### config.mk
export PLATFORM = sky130hd
export DESIGN_NAME = stream_demux_flat
export DESIGN_NICKNAME = d
export VERILOG_FILES = /design/src/rtl/stream_demux_if.sv /design/src/rtl/stream_demux.sv /design/src/flat_wrapper.sv
export SDC_FILE = /design/constraint.sdc
export NUM_CORES = 1
export LEC_CHECK = 0
export ABC_AREA = 1
export CAP_MARGIN = 30
export CORE_MARGIN = 4
export CORE_UTILIZATION = 47
export CTS_CLUSTER_SIZE = 14
export DETAILED_ROUTE_END_ITERATION = 7
export PLACE_DENSITY = 0.69
export SLEW_MARGIN = 10
export SYNTH_ARGS = -nofsm -noshare
export SYNTH_HDL_FRONTEND = slang
export SYNTH_SLANG_ARGS = --single-unit
### constraint.sdc
create_clock -name SYS_CLK -period 3.7 [get_ports SYS_CLK]
set_input_delay 0.555 -clock SYS_CLK [delete_from_list [all_inputs] [get_ports SYS_CLK]]
set_output_delay 0.555 -clock SYS_CLK [all_outputs]
set_load 0.05 [all_outputs]
### src/rtl/stream_demux_if.sv
// Stream demultiplexer bus: multiplexed input stream plus per-channel outputs.
interface stream_demux_if;
    logic [7:0]  DATA_IN;
    logic        D_VALID_IN;
    logic        P_SYNC_IN;
    logic [7:0]  DATA_OUT;
    logic [3:0]  D_VALID_OUT;
    logic [3:0]  P_SYNC_OUT;
    logic [1:0]  PLP_OUT;
    logic [2:0]  ERR_PULSE;
    logic [15:0] ERR_COUNT;

    modport slave (
        input  DATA_IN, D_VALID_IN, P_SYNC_IN,
        output DATA_OUT, D_VALID_OUT, P_SYNC_OUT, PLP_OUT, ERR_PULSE, ERR_COUNT
    );

    modport master (
        output DATA_IN, D_VALID_IN, P_SYNC_IN,
        input  DATA_OUT, D_VALID_OUT, P_SYNC_OUT, PLP_OUT, ERR_PULSE, ERR_COUNT
    );
endinterface

### src/rtl/stream_demux.sv
// Receive-side TS demultiplexer: validates the 4-byte pseudo-header and the
// TS sync byte, then steers the 188-byte payload onto one of 4 channel write
// strobes. Malformed packets are dropped and counted (saturating).
module stream_demux #(
    parameter logic [7:0]  SYNC_BYTE   = 8'h47,
    parameter int unsigned PAYLOAD_LEN = 188,
    parameter int unsigned HDR_LEN     = 4,
    parameter logic [7:0]  SRC_OFFSET  = 8'd2,
    parameter bit          CHECK_SRC   = 1'b1
) (
    input  logic           SYS_CLK,
    input  logic           RST,
    stream_demux_if.slave  bus
);

    typedef enum logic [1:0] {IDLE, HEADER, PAYLOAD, DISCARD} state_t;

    localparam logic [7:0] LAST_HDR = 8'(HDR_LEN - 1);
    localparam logic [7:0] FIRST_TS = 8'(HDR_LEN);
    localparam logic [7:0] LAST_TS  = 8'(HDR_LEN + PAYLOAD_LEN - 1);

    state_t      state;
    logic [7:0]  byte_cnt;
    logic [7:0]  plp_id;
    logic [7:0]  src;
    // Set once the last TS byte has been forwarded; the following cycle
    // decides between a clean end and an overlength packet.
    logic        tail;
    logic        hdr_bad;
    logic        sync_bad;
    logic [3:0]  ch_onehot;

    function automatic logic [15:0] sat_inc(input logic [15:0] v);
        return (v == '1) ? v : v + 16'd1;
    endfunction

    // Header validity, sync-byte check and channel decode for the FSM.
    always_comb begin
        hdr_bad   = (plp_id > 8'd3) ||
                    (CHECK_SRC && (src != 8'(plp_id + SRC_OFFSET)));
        sync_bad  = (bus.DATA_IN != SYNC_BYTE) || !bus.P_SYNC_IN;
        ch_onehot = 4'b0001 << bus.PLP_OUT;
    end

    // Packet FSM with registered outputs and saturating error counter.
    always_ff @(posedge SYS_CLK or negedge RST) begin
        if (!RST) begin
            state           <= IDLE;
            byte_cnt        <= '0;
            plp_id          <= '0;
            src             <= '0;
            tail            <= 1'b0;
            bus.DATA_OUT    <= '0;
            bus.D_VALID_OUT <= '0;
            bus.P_SYNC_OUT  <= '0;
            bus.PLP_OUT     <= '0;
            bus.ERR_PULSE   <= '0;
            bus.ERR_COUNT   <= '0;
        end else begin
            bus.ERR_PULSE   <= '0;
            bus.D_VALID_OUT <= '0;
            bus.P_SYNC_OUT  <= '0;
            case (state)
                IDLE: begin
                    if (bus.D_VALID_IN) begin
                        plp_id   <= bus.DATA_IN;
                        byte_cnt <= 8'd1;
                        tail     <= 1'b0;
                        state    <= HEADER;
                    end
                end
                HEADER: begin
                    if (!bus.D_VALID_IN) begin
                        bus.ERR_PULSE <= 3'b100;
                        bus.ERR_COUNT <= sat_inc(bus.ERR_COUNT);
                        byte_cnt      <= '0;
                        state         <= IDLE;
                    end else if (byte_cnt == LAST_HDR) begin
                        if (hdr_bad) begin
                            bus.ERR_PULSE <= 3'b001;
                            bus.ERR_COUNT <= sat_inc(bus.ERR_COUNT);
                            state         <= DISCARD;
                        end else begin
                            bus.PLP_OUT <= plp_id[1:0];
                            byte_cnt    <= FIRST_TS;
                            state       <= PAYLOAD;
                        end
                    end else begin
                        if (byte_cnt == 8'd1)
                            src <= bus.DATA_IN;
                        byte_cnt <= byte_cnt + 8'd1;
                    end
                end
                PAYLOAD: begin
                    if (tail) begin
                        tail     <= 1'b0;
                        byte_cnt <= '0;
                        if (bus.D_VALID_IN) begin
                            bus.ERR_PULSE <= 3'b100;
                            bus.ERR_COUNT <= sat_inc(bus.ERR_COUNT);
                            state         <= DISCARD;
                        end else begin
                            state <= IDLE;
                        end
                    end else if (!bus.D_VALID_IN) begin
                        bus.ERR_PULSE <= 3'b100;
                        bus.ERR_COUNT <= sat_inc(bus.ERR_COUNT);
                        byte_cnt      <= '0;
                        state         <= IDLE;
                    end else if ((byte_cnt == FIRST_TS) && sync_bad) begin
                        bus.ERR_PULSE <= 3'b010;
                        bus.ERR_COUNT <= sat_inc(bus.ERR_COUNT);
                        state         <= DISCARD;
                    end else begin
                        bus.DATA_OUT    <= bus.DATA_IN;
                        bus.D_VALID_OUT <= ch_onehot;
                        if (byte_cnt == FIRST_TS)
                            bus.P_SYNC_OUT <= ch_onehot;
                        if (byte_cnt == LAST_TS)
                            tail <= 1'b1;
                        else
                            byte_cnt <= byte_cnt + 8'd1;
                    end
                end
                DISCARD: begin
                    if (!bus.D_VALID_IN) begin
                        byte_cnt <= '0;
                        state    <= IDLE;
                    end
                end
                default: state <= IDLE;
            endcase
        end
    end

endmodule

### src/flat_wrapper.sv
// flat-port wrapper written by rule: the top's interface ports become plain ports
module stream_demux_flat 
#(
    parameter logic [7:0]  SYNC_BYTE   = 8'h47,
    parameter int unsigned PAYLOAD_LEN = 188,
    parameter int unsigned HDR_LEN     = 4,
    parameter logic [7:0]  SRC_OFFSET  = 8'd2,
    parameter bit          CHECK_SRC   = 1'b1
)
  (SYS_CLK, RST, bus_DATA_IN, bus_D_VALID_IN, bus_P_SYNC_IN, bus_DATA_OUT, bus_D_VALID_OUT, bus_P_SYNC_OUT, bus_PLP_OUT, bus_ERR_PULSE, bus_ERR_COUNT);
  stream_demux_if bus_i ();
  input  logic SYS_CLK;
  input  logic RST;
  input wire logic [$bits(bus_i.DATA_IN)-1:0] bus_DATA_IN;
  input wire logic [$bits(bus_i.D_VALID_IN)-1:0] bus_D_VALID_IN;
  input wire logic [$bits(bus_i.P_SYNC_IN)-1:0] bus_P_SYNC_IN;
  output wire logic [$bits(bus_i.DATA_OUT)-1:0] bus_DATA_OUT;
  output wire logic [$bits(bus_i.D_VALID_OUT)-1:0] bus_D_VALID_OUT;
  output wire logic [$bits(bus_i.P_SYNC_OUT)-1:0] bus_P_SYNC_OUT;
  output wire logic [$bits(bus_i.PLP_OUT)-1:0] bus_PLP_OUT;
  output wire logic [$bits(bus_i.ERR_PULSE)-1:0] bus_ERR_PULSE;
  output wire logic [$bits(bus_i.ERR_COUNT)-1:0] bus_ERR_COUNT;
  assign bus_i.DATA_IN = bus_DATA_IN;
  assign bus_i.D_VALID_IN = bus_D_VALID_IN;
  assign bus_i.P_SYNC_IN = bus_P_SYNC_IN;
  assign bus_DATA_OUT = bus_i.DATA_OUT;
  assign bus_D_VALID_OUT = bus_i.D_VALID_OUT;
  assign bus_P_SYNC_OUT = bus_i.P_SYNC_OUT;
  assign bus_PLP_OUT = bus_i.PLP_OUT;
  assign bus_ERR_PULSE = bus_i.ERR_PULSE;
  assign bus_ERR_COUNT = bus_i.ERR_COUNT;
  stream_demux #(.SYNC_BYTE(SYNC_BYTE), .PAYLOAD_LEN(PAYLOAD_LEN), .HDR_LEN(HDR_LEN), .SRC_OFFSET(SRC_OFFSET), .CHECK_SRC(CHECK_SRC)) u_core (.SYS_CLK(SYS_CLK), .RST(RST), .bus(bus_i));
endmodule
==> flow_summary.toml <==
[synthesis]
ys_seq_area_share_pct = 44.28
synth_ff_type = "dfrtp_1"
syn_nets = 485
yosys_warnings = 0
synthArstFlopShare_pct = 100.0
synth_area_per_cell_um2 = 7.796
synth_cell_types = 34
synth_cells = 464
synth-edff-count = 0
syn-cell-area_um2 = 3617
ys_ff_latch = 64

[route]
viasPerCell = 4.947
route.vias.total = 3057
totalWireLength_mm = 7.521
first_pass_iters = 4
drc = 0
wire_per_inst_um = 12.17
drtAntennaViolNets = 0
drtIter0Drc = 118

[worst_setup_path]
cp_max_fo = 22
critPathCaptureType = "register"
r2r_slack_ns = 1.48
cpPeakStageDelay_ns = 0.55
required_ns = 3.93
path_cells = "clkdlybuf4s50_1, nand3_1, inv_1, nand2_2, nand2_2, nor2_8, nand2_4, nand2_1, nand2_1"
cpMaxStageDelayCell = "clkdlybuf4s50_1"
cpLargestDelayFamily = "simple AND/OR/NAND/NOR gates"
crit_buf_inv = 2
start_kind = "input pin"
critPathKind = "in -> reg"
cp.arrival_ns = 2.52

[finish]
antenna_cells = 0
drive_gt1_share_pct = 9.441
syn2layout_area_growth_pct = 20.20
mostFrequentLayoutCell = "nand2_1"
nets = 535
final_cell_mix = "nand2_1, dfrtp_1, inv_1"

[floorplan]
rows = 31
start_util_pct = 49.08
die-area_um2 = 9164
die-height_um = 95.73
die_w_um = 95.73
core_area_um2 = 7370
io_pins = 49

[placed_design]
dp_hpwl_mm = 5.367
place.gp.congestion = 0.8715
io_buffers = 48

[timing]
hold_viol_final = 0
min_period_ns = 2.295
relSlewSlack_pct = 51.97
skew_ns = 0.009719
worst_pin_slew_ns = 0.7204
finalCritPeriodShare_pct = 62.03
finalMaxSlewViolations = 0
setup_tns_ns = 0
fmax_ghz = 0.4357
finalSetupViolations = 0
rsz0062_at_grt = "no"

[clocking]
clkTransAtPathRegs_ns = 0.07
ctsLongestPathBuffers = 2
post_cts_buffers = 0
cts-buffers-inserted = 9
cts.sinks = 64
insertion_delay_ns = 0.34
clock-root-buffer = "clkbuf_8"
cts_tree = "yes"
htree_levels = 3
cts_resized = 0
postCtsHoldBufs = 0

[power_and_ir_drop]
p_leak_nw = 2.135
ir_drop_mv = 0.6481
p_per_area_nw_per_um2 = 674.5
power.total_mw = 2.933

[global_route]
grt_pass1_vias = 2909
grt.total_usage_pct = 18.51
overflow = 0
grt_pass1_wl_mm = 13.26
grt_max_degree = 43
antenna_found_initial = 0

[hold_path]
hold_class = "in -> async"

[flow_run]
cap_violations = 0

[run_status]
status = "complete, no violations"
-- state kept, by name (all words and copies together), names as in the netlist, 3 cells and up --
name	flops
u_core.byte_cnt	8
u_core.plp_id	8
u_core.bus.DATA_OUT	8
u_core.bus.ERR_COUNT	16
u_core.bus.D_VALID_OUT	4
u_core.bus.ERR_PULSE	3
u_core.bus.P_SYNC_OUT	4
u_core.src	8
-- where the power goes --
group	switching, mW	internal (mW)
Clock	0.262	0.346
Combinational	0.855	0.434
Sequential	0.164	0.870
Total	1.28	1.65
-- layer usage --
layer / share of wire [%] / global-route usage (%) / up-vias / routed length (µm)
met5: 0 / 0 / - / 0
met2: 45 / 28.14 / 74 / 3417
li1: - / - / 1561 / -
met4: 1.5 / 7.938 / 0 / 113
met1: 48 / 25.76 / 1413 / 3642
met3: 4.6 / 3.597 / 9 / 347
-- through the flow --
stage	instance area, µm²	hold WS (ns)	setup slack [ns]	utilization, %	std cells
floorplan	3617	0.2594	1.710	-	464
global placement	4149	0.4703	1.075	56.30	602
detailed placement	4149	0.4749	1.046	56.30	602
CTS	4348	0.1821	1.391	59.00	618
global route	4348	0.2118	1.209	59.00	618
finish	4348	0.1750	1.405	59.00	618
-- cell usage after synthesis (all sizes together) (2+ instances only) --
cell	instances	share of area, %
nor2	43	5.9
buf	8	1.9
clkbuf	2	0.21
dfrtp	64	44
xnor2	10	2.4
nand3	48	7.4
xor2	7	1.7
inv	58	6.0
o21ai	31	5.2
ha	9	3.1
nand4	5	0.86
a21oi	3	0.41
nor3	6	0.83
nand2	161	18
-- cell type report --
class | count | area, µm²
fill | 685 | 3022
inverter | 58 | 217.7
timing repair buffer | 49 | 483.0
clock buffer | 13 | 158.9
sequential | 64 | 1602
clock inverter | 3 | 40.04
multi-input combinational | 332 | 1723
tap | 99 | 123.9
-- cell families after synthesis --
logic type | after synthesis | synth area share [%]
compound gates | 38 | 6.572
xor+xnor | 17 | 4.116
fa+ha+maj | 9 | 3.113
buf+inv | 68 | 8.094
flops | 64 | 44.28
simple gates | 268 | 33.83
-- path summary, 6_finish.rpt --
path,start,to,cells past startpoint
worst min-delay path,RST,u_core.byte_cnt[2],1
worst max register to register,u_core.byte_cnt[0],u_core.bus.ERR_COUNT[1],11
worst min register to register,u_core.plp_id[0],u_core.plp_id[0],2
max in group asynchronous,RST,u_core.bus.DATA_OUT[7],2
worst max-delay path,bus_D_VALID_IN,u_core.bus.ERR_COUNT[1],9
min in group SYS_CLK,u_core.plp_id[0],u_core.plp_id[0],2
Power figures use the tool's default switching activity.
==> variant (same settings) <==
Reset style: synchronous (`RST`), changed in one clocked block.
--- a/src/rtl/stream_demux.sv
+++ b/src/rtl/stream_demux.sv
@@ -43,7 +43,7 @@
     end
 
     // Packet FSM with registered outputs and saturating error counter.
-    always_ff @(posedge SYS_CLK or negedge RST) begin
+    always_ff @(posedge SYS_CLK) begin
         if (!RST) begin
             state           <= IDLE;
             byte_cnt        <= '0;
Behaviour: differs if RST is asserted again (counterexample within 4 cycles, from zero or initial values and one cycle with RST low); with RST held inactive, the same outputs for 4 cycles.
==> variant against the unedited design <==
  * Synthesized area rose by 0.38%
  * Synthesized cell count is 8.0% higher
  * Final area down 0.78%
  * Clock skew decreased by 2.9 ps
  * Sequential share of layout area is 7.1 points lower
  * Via count rose by 6.4%
  * Total power shrank 14%
  * Worst setup slack improved by 53 ps
  * Wire length rose by 7.8%
  * Sequential cell count stayed put
==> variant: results (changes against the unedited design) <==
global_route:
  grt_max_degree: 42  # -2.3%
  first_global_vias: 3049  # +4.8%
  use_met1: 0.235  # -0.0226
  grt_pass1_wl_um: 13600  # +2.3%
  grtUsageMet2: 0.307  # +0.0261
power_and_ir_drop:
  comb_cell_power_mw: 1.11  # -14%
  pg_seq_mw: 0.903  # -12%
critical_path:
  crit_path_end: "u_core.bus.ERR_COUNT[13]"
  reg2reg_to: "u_core.bus.ERR_COUNT[1]"
  worstPathArrival_ps: 2450  # -70 ps
  r2r_slack_ps: 1580  # +100 ps
  timing.rr.start: "u_core.plp_id[1]"
placement:
  place_ws_ps: 1100  # +58.8 ps
  hpwl_um: 5990  # +12%
  placed_cell_area_sq_um: 4150  # +0.12%
cells_and_area:
  nNonClkInverters: 59  # +1.7%
  stdcell_count: 649  # +5.0%
  buffer_area_frac: 0.113  # +0.00203
  multi_input_gates: 365  # +9.9%
  nets: 569  # +6.4%
  clock_buffers: 12  # -1
status:
  status: "complete, no violations"
sta:
  worst_hold_slack_ps: 464  # +289 ps
  tightestPinTransition_ps: 668  # -52.2 ps
logic_synthesis:
  ys_seq_area_frac: 0.353  # -0.0899
  yosys.cell_types.count: 36  # +5.9%
  synthArstFlopShare: 0  # -1.00
floorplan:
  die_area_sq_um: 9200  # +0.35%
## variant: cell count changes in the layout (fill, tap and decap cells not counted), moves of 4 or more
| cell | change |
|---|---|
| a21oi_1 | +34 |
| a21oi_2 | +10 |
| dfrtp_1 | -64 |
| dfxtp_1 | +64 |
| inv_1 | -13 |
| inv_2 | +12 |
| nand2_1 | -52 |
| nand3_1 | -10 |
| nand3_2 | +12 |
| nand4_1 | +4 |
| nor2_1 | +28 |
| nor3_1 | +7 |
| o21ai_0 | +9 |
| o21ai_2 | -9 |
## variant: cell families (layout without fill, tap and decap cells)
group                    after synthesis  count (layout)  synth area share
AO/OA/AOI/OAI                         81              81             0.128
XOR/XNOR                              17              17            0.0410
adder cells (fa/ha/maj)                9               9            0.0310
buffers and inverters                 72             121            0.0855
flip-flops                            64              64             0.353
AND/OR/NAND/NOR                      258             258             0.362
